### src/rtl/rom_arbiter.sv
// Two-port (fetch / load) round-robin arbiter in front of a combinational single-port ROM.
// Each port owns a one-entry response slot filled one cycle after its grant; a full, unaccepted slot blocks only its own port.
module rom_arbiter #(
  parameter logic [31:0] ROM_BYTES = 32'h0000_1000,
  parameter logic [31:0] FILL_INST = 32'h0000_0013
) (
  input  logic        clk,
  input  logic        rst,
  input  logic        if_req,
  input  logic [31:0] if_addr,
  output logic        if_gnt,
  output logic        if_rvalid,
  input  logic        if_rready,
  output logic [31:0] if_rdata,
  output logic        if_err,
  input  logic        ls_req,
  input  logic [31:0] ls_addr,
  output logic        ls_gnt,
  output logic        ls_rvalid,
  input  logic        ls_rready,
  output logic [31:0] ls_rdata,
  output logic        ls_err,
  output logic [31:0] rom_addr,
  input  logic [31:0] rom_inst
);

  logic        last_ls_q, last_ls_d;
  logic        if_vld_q, if_vld_d;
  logic [31:0] if_dat_q, if_dat_d;
  logic        if_err_q, if_err_d;
  logic        ls_vld_q, ls_vld_d;
  logic [31:0] ls_dat_q, ls_dat_d;
  logic        ls_err_q, ls_err_d;

  logic        if_elig, ls_elig;
  logic        fault;
  logic [31:0] rsp_dat;

  // A port may be granted when its slot is empty or is being drained this same cycle.
  always_comb begin
    if_elig  = if_req & (~if_vld_q | if_rready);
    ls_elig  = ls_req & (~ls_vld_q | ls_rready);
    ls_gnt   = ~rst & ls_elig & (~if_elig | ~last_ls_q);
    if_gnt   = ~rst & if_elig & ~ls_gnt;
    rom_addr = ls_gnt ? ls_addr : if_addr;
    fault    = (rom_addr[1:0] != 2'b00) | (rom_addr >= ROM_BYTES);
    rsp_dat  = fault ? FILL_INST : rom_inst;
  end

  always_comb begin
    last_ls_d = last_ls_q;
    if_vld_d  = if_vld_q;
    if_dat_d  = if_dat_q;
    if_err_d  = if_err_q;
    ls_vld_d  = ls_vld_q;
    ls_dat_d  = ls_dat_q;
    ls_err_d  = ls_err_q;

    if (if_gnt || ls_gnt) begin
      last_ls_d = ls_gnt;
    end

    // A refill in the acceptance cycle wins over the clear, keeping rvalid high.
    if (if_gnt) begin
      if_vld_d = 1'b1;
      if_dat_d = rsp_dat;
      if_err_d = fault;
    end else if (if_vld_q && if_rready) begin
      if_vld_d = 1'b0;
    end

    if (ls_gnt) begin
      ls_vld_d = 1'b1;
      ls_dat_d = rsp_dat;
      ls_err_d = fault;
    end else if (ls_vld_q && ls_rready) begin
      ls_vld_d = 1'b0;
    end
  end

  always_ff @(posedge clk or posedge rst) begin
    if (rst) begin
      last_ls_q <= 1'b1;
      if_vld_q  <= 1'b0;
      if_dat_q  <= 32'h0;
      if_err_q  <= 1'b0;
      ls_vld_q  <= 1'b0;
      ls_dat_q  <= 32'h0;
      ls_err_q  <= 1'b0;
    end else begin
      last_ls_q <= last_ls_d;
      if_vld_q  <= if_vld_d;
      if_dat_q  <= if_dat_d;
      if_err_q  <= if_err_d;
      ls_vld_q  <= ls_vld_d;
      ls_dat_q  <= ls_dat_d;
      ls_err_q  <= ls_err_d;
    end
  end

  assign if_rvalid = if_vld_q;
  assign if_rdata  = if_dat_q;
  assign if_err    = if_err_q;
  assign ls_rvalid = ls_vld_q;
  assign ls_rdata  = ls_dat_q;
  assign ls_err    = ls_err_q;

endmodule

### config.mk
export PLATFORM = sky130hd
export DESIGN_NAME = rom_arbiter
export DESIGN_NICKNAME = d
export VERILOG_FILES = /design/src/rtl/rom_arbiter.sv
export SDC_FILE = /design/constraint.sdc
export NUM_CORES = 1
export LEC_CHECK = 0
export BUFFER_PORTS_ARGS = -buffer_cell sky130_fd_sc_hd__buf_2
export CAP_MARGIN = 20
export CORE_ASPECT_RATIO = 1.75
export CORE_MARGIN = 5
export CORE_UTILIZATION = 38
export DETAILED_ROUTE_END_ITERATION = 10
export PLACE_DENSITY = 0.77
export SETUP_SLACK_MARGIN = 0.1
export SYNTH_ARGS = -nofsm -noshare
export SYNTH_HDL_FRONTEND = slang
export SYNTH_SLANG_ARGS = --single-unit
### constraint.sdc
create_clock -name clk -period 2.2 [get_ports clk]
set_input_delay 0.44 -clock clk [delete_from_list [all_inputs] [get_ports clk]]
set_output_delay 0.44 -clock clk [all_outputs]
set_load 0.1 [all_outputs]
=== After elaboration in Yosys (flattened, before gate mapping) ===
Cells that the tools add are included.

* Bits in registers: 69
* Bits of input ports: 102
* Output and inout bits: 102
* Word-level logic and storage cells: 36

* Order comparisons: 1
* Multiplexer cells: 6
* Bitwise gates (word level): 16
* Reduce and logical (&&, ||, !) cells: 6

{| class="wikitable"
|+ Operators with widths
! cell !! number
|-
| two-way mux 32 bit || 2
|-
| greater-or-equal comparator 32 x 13 -> 1 bit (second input constant) || 1
|-
| AND 1 bit || 6
|-
| inverter 1 bit || 6
|-
| nonzero test 2 bit || 3
|-
| two-way mux 1 bit || 4
|-
| bitwise OR 1 bit || 4
|-
| logical AND 1 bit || 2
|-
| logical OR 1 bit || 1
|}

=== Longest topological paths before layout ===
Gate-level depths: netlist of run 1.

* Depth in word-level cells: 10
* Mapped depth: 6

=== Least setup slack after synthesis of run 1 ===
No wires, ideal clock.

* Path type: register to output
* Start point: register if_vld_q, in the netlist if_rvalid
* End point: output rom_addr[13]
* Arrival time: 2.804 ns
* Path slack: -1.044 ns
* Stages on the path, launching flop included: 7
* Path through: dfrtp_1 nor2b_2 o211ai_4 inv_2 buf_2 nand2_1 nand2_1

* Longest elaborated chain between the ends: 7

{| class="wikitable"
|+ Ends and longest elaborated chain
! element !! RTL line !! RTL
|-
| start, declared || 28 || <nowiki>logic if_vld_q, if_vld_d;</nowiki>
|-
| start signal, assigned || 92 || <nowiki>if_vld_q <= if_vld_d;</nowiki>
|-
| inverter 1 bit || 41 || <nowiki>if_elig = if_req & (~if_vld_q | if_rready);</nowiki>
|-
| bitwise OR 1 bit || 41 ||
|-
| AND 1 bit || 41 ||
|-
| inverter 1 bit || 43 || <nowiki>ls_gnt = ~rst & ls_elig & (~if_elig | ~last_ls_q);</nowiki>
|-
| bitwise OR 1 bit || 43 ||
|-
| AND 1 bit || 43 ||
|-
| net ls_gnt || 18 || <nowiki>output logic ls_gnt,</nowiki>
|-
| two-way mux 32 bit || 45 || <nowiki>rom_addr = ls_gnt ? ls_addr : if_addr;</nowiki>
|-
| end, declared || 23 || <nowiki>output logic [31:0] rom_addr,</nowiki>
|}

The timed path passes the listed nets, and every way through them passes these cells.

=== Final worst setup path of run 1 ===
* Start point: register if_vld_q, in the netlist if_rvalid
* End point: output rom_addr[13]

* Longest elaborated chain between the ends: 7

{| class="wikitable"
|+ Ends and longest elaborated chain
! element !! RTL line
|-
| inverter 1 bit || 41
|-
| bitwise OR 1 bit || 41
|-
| AND 1 bit || 41
|-
| inverter 1 bit || 43
|-
| bitwise OR 1 bit || 43
|-
| AND 1 bit || 43
|-
| two-way mux 32 bit || 45
|}

Every way passes these cells.

==> results of run 1 <==
-- cell type report --
type                       count  area, sq um  area share (%)
multi-input combinational    202         2120            33.7
timing repair buffer         232         1960            31.2
sequential                    69         1740            27.7
clock buffer                  13          270            4.31
tap                           90          113            1.80
clock inverter                 3         42.5           0.679
inverter                       6         37.5           0.599
-- flip-flops by register name, summed over array words and instances (netlist names) --
signal,cells
ls_rvalid,1
ls_rdata,32
if_err,1
if_rdata,32
if_rvalid,1
last_ls_q,1
ls_err,1
-- cell families (layout without fill, tap and decap cells) --
logic type | after synthesis | count (layout) | share of synthesized area [%]
buffers and inverters | 24 | 254 | 4.58
AND/OR/NAND/NOR | 134 | 134 | 19.1
AO/OA/AOI/OAI | 68 | 68 | 19.2
flip-flops | 69 | 69 | 57.0
-- power breakdown --
| group | switching (uW) | internal [uW] | leakage, uW |
|---|---|---|---|
| registers | 7.98 | 1290 | 0.000914 |
| logic | 1020 | 594 | 0.00210 |
| clock network | 512 | 968 | 0.000152 |
| total | 1540 | 2850 | 0.00317 |
-- repair_timing --
action / CTS / global route
endpoints found under the hold margin: 0 / 0
gates cloned: 5 / 0
pin swaps: 2 / 2
resized for setup: 112 / 6
endpoints found under the setup margin: 34 / 34
setup buffers: 9 / 1
-- path summary, 6_finish.rpt --
check,slack (ns),end,cells past startpoint,from
min,0.15,ls_rvalid,3,rst
max,-0.1,rom_addr[13],7,if_rvalid
min reg2reg,0.50,ls_rdata[9],1,ls_rdata[9]
max reg2reg,0.36,ls_rdata[27],8,if_rvalid
max in group asynchronous,1.48,if_rvalid,4,rst
min in group clk,0.35,if_rdata[26],2,rom_inst[26]
-- cell usage in the layout (no fill, tap or decap), types with 3 or more instances in the layout --
master,n
nor4_1,10
a22o_1,58
dfrtp_1,66
buf_2,169
inv_1,3
nand2_4,16
clkinvlp_4,3
nand2_1,8
nor2_1,12
clkbuf_16,9
buf_12,40
clkbuf_8,3
nand2_8,45
a21oi_1,7
nand2_2,32
buf_16,5
buf_4,15
-- worst reg2reg max path, cell delays in order (launching register included) --
cell and delay, ns:
dfrtp_4 0.47, nor2b_4 0.14, o211ai_4 0.22, buf_4 0.18, buf_16 0.15, buf_4 0.14
nor3_4 0.04, buf_12 0.17, a22o_1 0.22
-- stage by stage --
stage               util [%]  setup WS, ns  hold WS, ns  cells
floorplan                  -       -0.0220        0.508    295
global placement        66.9        0.0491        0.476    584
detailed placement      66.9        0.0112        0.486    584
CTS                     79.3       -0.0704        0.145    614
global route            79.8        -0.174        0.153    615
finish                  79.8       -0.0993        0.152    615
-- per-layer routing --
layer  routed length [microns]  track usage (%)
met1                      4260             27.9
met2                      7360             50.0
met3                       956             6.54
met4                       491             11.6
met5                         7                0
==> impl_metrics.yaml, run 1 <==
cts:
  clockBufferDepth: 2
  htreeDepth: 3
  clock-sinks: 69
  clk_pin_slew_ns: 0.05
  clock_latency_ns: 0.32
  cts_buffers: 9
  clockRootBuffer: "clkbuf_16"
  holdBufCountCts: 0
  cts_tree: "done"
run_status:
  status: "finished, violations left"
  violations: "setup timing"
setup_path:
  critPathBufInv: 3
  criticalPathCategory: "flop to primary output"
  cp_slowest_cell: "dfrtp_4"
  max_stage_delay_ns: 0.47
  path_delay_family: "buffers and inverters"
  crit_arrival_ns: 1.86
  required_ns: 1.76
  start_kind: "flop"
  cp_cell_sequence: "nor2b_4, o211ai_4, buf_4, buf_16, nand2_1, nand2_4, buf_12"
  cp-end-kind: "primary output"
  critPathMaxFanout: 13
placement:
  numPortBuffers: 203
  place_area_sq_um: 5250
  post-dp-hpwl_microns: 8530
  gp_congestion: 0.846
route:
  routed_via_density: 5.48
  antenna_left: 0
  firstDrtPassIters: 4
  avgRoutedWirePerCell_microns: 21.3
  vias: 3371
  drtIter0Drc: 141
  wirelength_microns: 13100
  drc_errors: 0
synthesis:
  synth.top_cell.area_share_pct: 56.2
  ys_warn_count: 0
  synth_most_common_cell: "nand2_1"
  synth_edf_count: 0
  synth_area_per_cell_sq_um: 10.3
  postSynthCellCount: 295
  ys_ff_latch: 69
  synthTopCellsByArea: "dfrtp_1 56%, a22o_1 17%, nand2_1 13%"
  syn-num-nets: 397
  yosysTopAreaCell: "dfrtp_1"
  ys_async_sr_fraction_pct: 100
  ys_top_cells_by_count: "101 x nand2_1, 68 x dfrtp_1, 58 x a22o_1, 12 x nor2_1, 10 x nor4_1"
  ys.flop_type: "dfrtp_1"
  syn_area_sq_um: 3030
  yosysSeqAreaShare_pct: 57.0
  ys_types: 22
floorplanning:
  die_h_microns: 128
  core_area_sq_um: 7860
  io_pins: 204
  fp-row-count: 43
  start_util_pct: 38.6
  die_x_microns: 77.5
  die-area_sq_um: 9930
power_and_ir_drop:
  p_leak_uw: 0.00317
  ir_worst_vdd_mv: 0.543
  p_per_area_nw_per_um2: 700
  finalPower_uw: 4390
sta:
  maxSlewViolCount: 0
  tns_ns: -2.32
  fin_skew_ns: 0.00421
  rsz0062_at_grt: "yes"
  worstMarginPinSlew_ns: 0.529
  period_share_pct: 105
  hold_viol: 0
  max_slew_margin_pct: 65.0
  fmax_ghz: 0.435
  finalSetupViolCount: 33
  worst_slack_ns: -0.0993
  min_period_ns: 2.30
grt:
  grt_overflow: 0
  grt_usage_pct: 26.8
  antenna_found_initial: 1
  grt_pass1_wl_microns: 20800
  first_global_vias: 3832
  grt_max_degree: 66
cells_and_area:
  num_antenna_cells: 0
  fin_nets: 622
  final_area_sq_um: 6270
  nFillCells: 430
  synthToLayoutAreaGrowth_pct: 107
  drive_above_1_share_pct: 67.0
job:
  drv_cap: 0
hold_path:
  hold_class: "input pin to asynchronous set/reset pin"
Power figures use the tool's default switching activity.
==> inputs of run 2 (changes only) <==
--- a/config.mk
+++ b/config.mk
@@ -11,7 +11,7 @@
 export CORE_MARGIN = 5
 export CORE_UTILIZATION = 38
 export DETAILED_ROUTE_END_ITERATION = 10
-export PLACE_DENSITY = 0.77
+export PLACE_DENSITY_LB_ADDON = 0.15
 export SETUP_SLACK_MARGIN = 0.1
 export SYNTH_ARGS = -nofsm -noshare
 export SYNTH_HDL_FRONTEND = slang
==> run 2 against run 1 <==
The flow still finishes with violations (setup timing). Utilization shrank 2.5 points. Maximum frequency shrank 1.2%. Wire length shrank 8.4%. Global-route usage shrank 3.4 points. Power shrank 4.4%. Die area is the same. Critical endpoint is now rom_addr[27]. Largest cell class unchanged. Largest power group unchanged.
==> impl_metrics.yaml, run 2 (synthesis gave the netlist of run 1 again) <==
run_status:
  status: "finished, violations left"
  violations: "setup timing"
setup_path:
  crit_arrival_ns: 1.89
  required_ns: 1.76
  start_kind: "flop"
  critPathMaxFanout: 10
  cp-end-kind: "primary output"
  criticalPathCategory: "flop to primary output"
cells_and_area:
  mostFrequentLayoutCell: "buf_2"
  drive_above_1_share_pct: 66.6
  num_antenna_cells: 0
  fin_nets: 617
  synthToLayoutAreaGrowth_pct: 100
  nFillCells: 485
  layout_common_cells: "169 x buf_2, 66 x dfrtp_1, 58 x a22o_1, 39 x buf_12, 35 x nand2_8"
placement:
  post-dp-hpwl_microns: 8420
  pre_cts_ws_ns: 0.127
  gp_congestion: 0.805
  numPortBuffers: 203
grt:
  first_global_vias: 3543
  grt_overflow: 0
  grt_max_degree: 70
  grt_pass1_wl_microns: 18500
  antenna_found_initial: 0
  grt_usage_pct: 23.4
hold_path:
  hold_class: "input pin to asynchronous set/reset pin"
cts:
  clockBufferDepth: 2
  clockRootBuffer: "clkbuf_16"
  clk_pin_slew_ns: 0.05
  cts_buffers: 9
  htreeDepth: 3
  cts_tree: "done"
  clock_latency_ns: 0.32
  clock-sinks: 69
floorplanning:
  die_x_microns: 77.5
  fp-row-count: 43
  io_pins: 204
  core_area_sq_um: 7860
  die_h_microns: 128
  start_util_pct: 38.6
  die-area_sq_um: 9930
route:
  routed_via_density: 5.42
  avgRoutedWirePerCell_microns: 19.7
  drtIter0Drc: 165
  drc_errors: 0
  firstDrtPassIters: 4
  vias: 3297
  antenna_left: 0
  wirelength_microns: 12000
sta:
  period_share_pct: 106
  rsz0062_at_grt: "yes"
  finalSetupViolCount: 32
  maxSlewViolCount: 0
  worstMarginPinSlew_ns: 0.518
  fin_skew_ns: 0.00549
  min_period_ns: 2.33
  max_slew_margin_pct: 65.7
  fmax_ghz: 0.430
  fin_hold_ws_ns: 0.252
  hold_viol: 0
  worst_slack_ns: -0.126
power_and_ir_drop:
  p_per_area_nw_per_um2: 691
  p_leak_uw: 0.00317
  ir_worst_vdd_mv: 0.551
  finalPower_uw: 4190
job:
  drv_cap: 0
[run 2: worst max-delay path, stage by stage (launching register included)]
cell and delay [ns]:
dfstp_2 0.54, nand2_2 0.08, o211ai_4 0.25, buf_6 0.15, inv_6 0.05, clkbuf_16 0.19
nand2_4 0.11, nand2_8 0.05, buf_12 0.16
[run 2: power by group]
group          switching, uW  internal [uW]
logic                    986            555
clock network            460            892
registers               9.69           1290
[run 2: repair_timing]
item,CTS,global route
buffers inserted,9,1
gates cloned,1,2
setup endpoints to repair,34,33
hold buffers,0,0
gates resized for setup,82,22
pin swaps,8,2
[run 2: metal layers]
metal | vias up | track usage [%] | part of all wire, %
met4 | 0 | 8.81 | 2.8
met2 | 165 | 43.7 | 56
met3 | 23 | 4.78 | 6.6
met5 | - | 0 | 0
met1 | 1639 | 25.5 | 34
li1 | 1470 | - | -
[run 2: stage by stage]
stage / TNS [ns] / utilization (%) / cells / instance area [sq um]
4_1_cts: -2.64 / 75.1 / 605 / 5900
3_5_place_dp: 0 / 66.6 / 581 / 5230
5_1_grt: -5.05 / 77.3 / 608 / 6070
3_3_place_gp: 0 / 66.6 / 581 / 5230
2_1_floorplan: -0.440 / - / 295 / 3590
6_report: -3.21 / 77.3 / 608 / 6070
[run 2: final cells by class]
type                            instances  area [sq um]  share of cell area [%]
Clock buffer                           12           246                    4.06
Inverter                                6          35.0                   0.577
Clock inverter                          2          35.0                   0.577
Sequential cell                        69          1740                    28.6
Timing Repair Buffer                  227          1860                    30.6
Tap cell                               90           113                    1.86
Multi-Input combinational cell        202          2050                    33.7
[run 2: final timing paths]
kind / depth (start not counted) / slack, ns / to / from
setup / recovery: 8 / -0.13 / rom_addr[27] / last_ls_q
hold / removal: 3 / 0.25 / if_rdata[8] / rst
setup reg to reg: 7 / 0.41 / if_rdata[20] / last_ls_q
hold reg to reg: 2 / 0.48 / ls_err / ls_err
max in group asynchronous: 3 / 1.65 / last_ls_q / rst
min in group clk: 2 / 0.35 / if_rdata[31] / rom_inst[31]
